### src/rtl/seq_divider_if.sv
// seq_divider_if: operand/control and result bus of the sequential divider.
interface seq_divider_if #(parameter int WIDTH = 8);
   logic             run;
   logic             load_divisor;
   logic [WIDTH-1:0] s;
   logic [WIDTH-1:0] quotient;
   logic [WIDTH-1:0] remainder;
   logic [WIDTH-1:0] divisor_val;
   logic             busy;
   logic             done;
   logic             div_by_zero;
   modport master (
      output run, load_divisor, s,
      input  quotient, remainder, divisor_val, busy, done, div_by_zero
   );
   modport slave (
      input  run, load_divisor, s,
      output quotient, remainder, divisor_val, busy, done, div_by_zero
   );
endinterface

### src/rtl/seq_divider.sv
// seq_divider: unsigned restoring divider, one quotient bit per clock.
module seq_divider #(parameter int WIDTH = 8) (
   input  logic          clk_i,
   input  logic          reset_i,
   seq_divider_if.slave  bus
);
   localparam int CW = (WIDTH > 2) ? $clog2(WIDTH) : 1;
   typedef enum logic [1:0] {IDLE, DIVIDE, DONE} state_t;
   state_t           state_q, state_d;
   logic [CW-1:0]    cnt_q, cnt_d;
   logic [WIDTH-1:0] quo_q, quo_d, rem_q, rem_d, div_q, div_d;
   logic             dbz_q, dbz_d;
   logic [WIDTH:0]   t, diff;
   assign t    = {rem_q, quo_q[WIDTH-1]};
   assign diff = t - {1'b0, div_q};
   always_comb begin
      state_d = state_q;
      cnt_d   = cnt_q;
      quo_d   = quo_q;
      rem_d   = rem_q;
      div_d   = div_q;
      dbz_d   = dbz_q;
      case (state_q)
         IDLE: begin
            if (bus.load_divisor) begin
               div_d = bus.s;
               quo_d = '0;
               rem_d = '0;
               dbz_d = 1'b0;
            end else if (bus.run) begin
               // a zero divisor skips the iterations and reports all-ones quotient
               quo_d   = (div_q != '0) ? bus.s : '1;
               rem_d   = (div_q != '0) ? '0 : bus.s;
               dbz_d   = (div_q == '0);
               cnt_d   = '0;
               state_d = (div_q != '0) ? DIVIDE : DONE;
            end
         end
         DIVIDE: begin
            rem_d   = diff[WIDTH] ? t[WIDTH-1:0] : diff[WIDTH-1:0];
            quo_d   = {quo_q[WIDTH-2:0], ~diff[WIDTH]};
            cnt_d   = cnt_q + 1'b1;
            state_d = (cnt_q == CW'(WIDTH - 1)) ? DONE : DIVIDE;
         end
         DONE:    state_d = bus.run ? DONE : IDLE;
         default: state_d = IDLE;
      endcase
   end
   always_ff @(posedge clk_i or posedge reset_i) begin
      if (reset_i) begin
         state_q <= IDLE;
         cnt_q   <= '0;
         quo_q   <= '0;
         rem_q   <= '0;
         div_q   <= '0;
         dbz_q   <= 1'b0;
      end else begin
         state_q <= state_d;
         cnt_q   <= cnt_d;
         quo_q   <= quo_d;
         rem_q   <= rem_d;
         div_q   <= div_d;
         dbz_q   <= dbz_d;
      end
   end
   assign bus.quotient    = quo_q;
   assign bus.remainder   = rem_q;
   assign bus.divisor_val = div_q;
   assign bus.div_by_zero = dbz_q;
   assign bus.busy        = (state_q == DIVIDE);
   assign bus.done        = (state_q == DONE);
endmodule

### src/flat_wrapper.sv
// flat-port wrapper written by rule: the top's interface ports become plain ports
module seq_divider_flat 
#(parameter int WIDTH = 8)
  (clk_i, reset_i, bus_run, bus_load_divisor, bus_s, bus_quotient, bus_remainder, bus_divisor_val, bus_busy, bus_done, bus_div_by_zero);
  seq_divider_if #(.WIDTH(WIDTH)) bus_i ();
  input  logic clk_i;
  input  logic reset_i;
  input wire logic [$bits(bus_i.run)-1:0] bus_run;
  input wire logic [$bits(bus_i.load_divisor)-1:0] bus_load_divisor;
  input wire logic [$bits(bus_i.s)-1:0] bus_s;
  output wire logic [$bits(bus_i.quotient)-1:0] bus_quotient;
  output wire logic [$bits(bus_i.remainder)-1:0] bus_remainder;
  output wire logic [$bits(bus_i.divisor_val)-1:0] bus_divisor_val;
  output wire logic [$bits(bus_i.busy)-1:0] bus_busy;
  output wire logic [$bits(bus_i.done)-1:0] bus_done;
  output wire logic [$bits(bus_i.div_by_zero)-1:0] bus_div_by_zero;
  assign bus_i.run = bus_run;
  assign bus_i.load_divisor = bus_load_divisor;
  assign bus_i.s = bus_s;
  assign bus_quotient = bus_i.quotient;
  assign bus_remainder = bus_i.remainder;
  assign bus_divisor_val = bus_i.divisor_val;
  assign bus_busy = bus_i.busy;
  assign bus_done = bus_i.done;
  assign bus_div_by_zero = bus_i.div_by_zero;
  seq_divider #(.WIDTH(WIDTH)) u_core (.clk_i(clk_i), .reset_i(reset_i), .bus(bus_i));
endmodule
### config.mk
export PLATFORM = sky130hd
export DESIGN_NAME = seq_divider_flat
export DESIGN_NICKNAME = d
export VERILOG_FILES = /design/src/rtl/seq_divider_if.sv /design/src/rtl/seq_divider.sv /design/src/flat_wrapper.sv
export SDC_FILE = /design/constraint.sdc
export NUM_CORES = 1
export LEC_CHECK = 0
export ABC_AREA = 0
export BUFFER_PORTS_ARGS = -buffer_cell sky130_fd_sc_hd__buf_2
export CAP_MARGIN = 0
export CORE_MARGIN = 2
export CORE_UTILIZATION = 25
export DETAILED_ROUTE_END_ITERATION = 8
export SYNTH_ARGS = -nofsm -noshare
export SYNTH_HDL_FRONTEND = slang
export SYNTH_SLANG_ARGS = --single-unit
### constraint.sdc
create_clock -name clk_i -period 5.6 [get_ports clk_i]
set_input_delay 0.84 -clock clk_i [delete_from_list [all_inputs] [get_ports clk_i]]
set_output_delay 0.84 -clock clk_i [all_outputs]
set_load 0.02 [all_outputs]
==> run metrics <==
Switch Pwr=0.0007785 W; Worst Reg2Reg Path Length in Cells=10; Die Span Y=90.82 um; DP HPWL=~3800 um; share of cells above drive strength 1=25.10%; TritonCTS clock tree=yes; Initial DRC Count=~130; Post-Syn Instances=209; async set-reset flop share out of synthesis=100.0%; crit path DAT=1.81 ns; final worst path period need=between 2 and 3 ns; Hold WC Path Type=reg -> reg; CTS Buf Count=5; Crit Path Class=reg -> out; top cells by count, synth=30 x dfrtp_1, 22 x o21ai_0, 21 x nand2_1, 18 x a21oi_1, 15 x nor2_1; row count=31; CTS Buffer Depth=2; Vias=1,648; crit path cell chain=nand2b_1, inv_2, buf_2; crit-path max FO=25; Least-Margin Pin Slew=0.5101 ns; count leader, synth=dfrtp_1; postcts setup bufs=0; final setup fails=0; sequential share of power=between 20% and 30%; Critical-path top delay cell=dfrtp_1; Final Hold Fails=0; largest net degree at the start of global routing=31; internal power=0.0008660 W; Place WS=3.172 ns; leading area contributor after synthesis=dfrtp_1; Layout Skew=0.008773 ns; Detail Route met3 WL=214 um; max cap viols=0; hold path startpoint=u_core.cnt_q[0]$_DFFE_PP0P_; fillers=about 810; fin. max-slew vios=0; CTS sink count=30; Worst slew margin=65.87%; fin crit share=47.35%; peak supply drop=318.0 uV; syn avg cell area=9.016 um^2; per-cell routed wire length=about 14 um; worst skew pair latency=a little under 0.3 ns; Core ar.=between 7000 and 8000 um^2; Startpoint Class=flip-flop; Yosys warning count=0; Tot Pwr=between 0.0015 and 0.002 W; post-route antenna net violation count=0; Syn-to-layout area delta=20.65%; routed wire length=4967 um; total grt overflow=0; Tot GR Track Use=about 13%; reg-to-reg setup timing slack=3.16 ns; DRC viols=0; Final nets=269; clock root cell=clkbuf_8; Sw Share=47.34%; top-area cell type share of the netlist area=around two fifths; CP max stage delay=0.47 ns; first drt pass iteration count=4; initial core utilization=25.84%; die area=approximately 8000 um^2; Main synth FF type=dfrtp_1; setup slack after layout=2.948 ns; pwr dens=723.3 nW/um^2; vias in the first global route=1,598; TNS Setup=0 ns; Die Wd=90.82 um; Placer Congestion=between 0.7 and 0.8; Synth cell types=45; IO Pins=39; flop and latch count out of synthesis=30; CTS H-tree depth=2; M1 WL=2520 um; run status=complete, no violations; sequential area share after synthesis=39.84%; clock share of power=13.2%; DR vias/cell=4.763; Final Util=31.18%; met2 WL=2129 um; global-route wire length before repair=~8200 um; initial antenna violation count=0; main area contributors after synthesis=dfrtp_1 40%, ha_1 6.6%, o21ai_0 5.8%; number of port buffers=38; post-CTS sizing=0; net count after synthesis=232; hold path depth=1; RSZ-0062 raised after global routing=no; CP endpoint kind=primary output; Worst Hold End=u_core.cnt_q[0]$_DFFE_PP0P_; Worst R2R Start=u_core.bus.quotient[7]$_DFFE_PP0P_; Worst R2R End=u_core.bus.remainder[0]$_DFFE_PP0P_; Max Used Layer=met4; combinational group share of total power=61.4%; FMAX=around 0.38 GHz; Cell Area, Synth=between 1500 and 2000 um^2; CP required=~4.8 ns; Post-synth EDFFs=0; clock-pin slew on the worst setup and hold paths=0.07 ns; Leakage=about 1.1 nW; CTS hold repair buffers=0; antenna cells=0
[through the flow]
step	area, um^2	hold WS (ns)	instances
6_report	2273	0.5069	346
3_3_place_gp	2165	0.4891	338
3_5_place_dp	2165	0.4924	338
4_1_cts	2273	0.5062	346
5_1_grt	2273	0.5257	346
2_1_floorplan	1884	0.4677	209
[logic make-up (layout without fill, tap and decap cells)]
logic type,count (synthesis),in the layout,synth area share (%)
muxes,8,8,4.449
buffers and inverters,24,62,5.378
xor gates and xnor gates,6,6,2.789
and+or+nand+nor,63,63,17.60
adders and majority gates,11,11,7.703
DFF,30,30,39.84
AOI/OAI and AO/OA,67,67,22.25
[power groups by stage]
| stage | logic [W] | clock network (W) | registers, W |
|---|---|---|---|
| after detailed placement | 0.00101 | 0 | 0.000422 |
| after global placement | 0.00101 | 0 | 0.000420 |
| final | 0.00101 | 0.000216 | 0.000418 |
| after global routing | 0.00112 | 0.000232 | 0.000435 |
| after floorplan | 0.000724 | 0 | 0.000487 |
| after CTS | 0.00102 | 0.000223 | 0.000419 |
[cell usage in the layout, fill, tap and decap left out, types with 2 or more instances in the layout]
cell / Yosys / routed
mux2i_1: 5 / 5
o21ai_0: 22 / 22
o21ai_1: 10 / 10
nor2b_1: 4 / 4
or4_4: 2 / 2
a21oi_1: 18 / 18
and3_1: 5 / 5
buf_2: 3 / 38
o22ai_1: 2 / 2
nand2b_1: 3 / 3
xnor2_1: 3 / 3
clkbuf_8: 0 / 5
ha_1: 10 / 10
mux2_2: 2 / 2
o211ai_2: 2 / 2
xor2_1: 3 / 3
nand3_1: 4 / 4
inv_1: 13 / 13
a22o_1: 2 / 2
dfrtp_1: 30 / 30
buf_4: 0 / 2
nor2_1: 15 / 15
clkinv_2: 0 / 2
nor3_1: 2 / 2
nand2_1: 21 / 21
[how the worst max path moves through the flow]
stage | startpoint | endpoint | slack, ns | depth (start not counted)
global route | u_core.state_q[1]$_DFFE_PP0P_ | bus_busy | 2.84 | 3
finish | u_core.state_q[1]$_DFFE_PP0P_ | bus_busy | 2.95 | 3
global placement | u_core.bus.quotient[7]$_DFFE_PP0P_ | u_core.bus.remainder[0]$_DFFE_PP0P_ | 3.24 | 10
floorplan | u_core.bus.quotient[7]$_DFFE_PP0P_ | u_core.bus.remainder[1]$_DFFE_PP0P_ | 3.44 | 11
detailed placement | u_core.bus.quotient[7]$_DFFE_PP0P_ | u_core.bus.remainder[0]$_DFFE_PP0P_ | 3.17 | 10
CTS | u_core.state_q[1]$_DFFE_PP0P_ | bus_busy | 2.97 | 3
[flip-flops by register name, indices dropped and copies added (netlist names)]
name,count
u_core.bus.quotient,8
u_core.cnt_q,3
u_core.bus.remainder,8
u_core.bus.divisor_val,8
u_core.state_q,2
u_core.bus.div_by_zero,1
[routing by layer]
layer / track usage (%) / vias to the layer above
met2: 18.59 / 36
met4: 4.293 / 0
met5: 0 / -
met1: 17.96 / 796
li1: - / 806
met3: 3.088 / 10
[area by class of cell]
class                           instances  area (um^2)  area share, %
Clock inverter                          3        40.04          1.761
Sequential cell                        30        750.7          33.02
Inverter                               14        52.55          2.312
Multi-Input combinational cell        155         1032          45.40
Tap cell                               99        123.9          5.449
Clock buffer                            5        68.82          3.027
Timing Repair Buffer                   40        205.2          9.026
[critical path: cells and delay by family (launching register included)]
kind                   cells  cell delay [ns]
buffers and inverters      2             0.68
DFF                        1             0.47
and+or+nand+nor            1             0.37
Power figures use the tool's default switching activity.
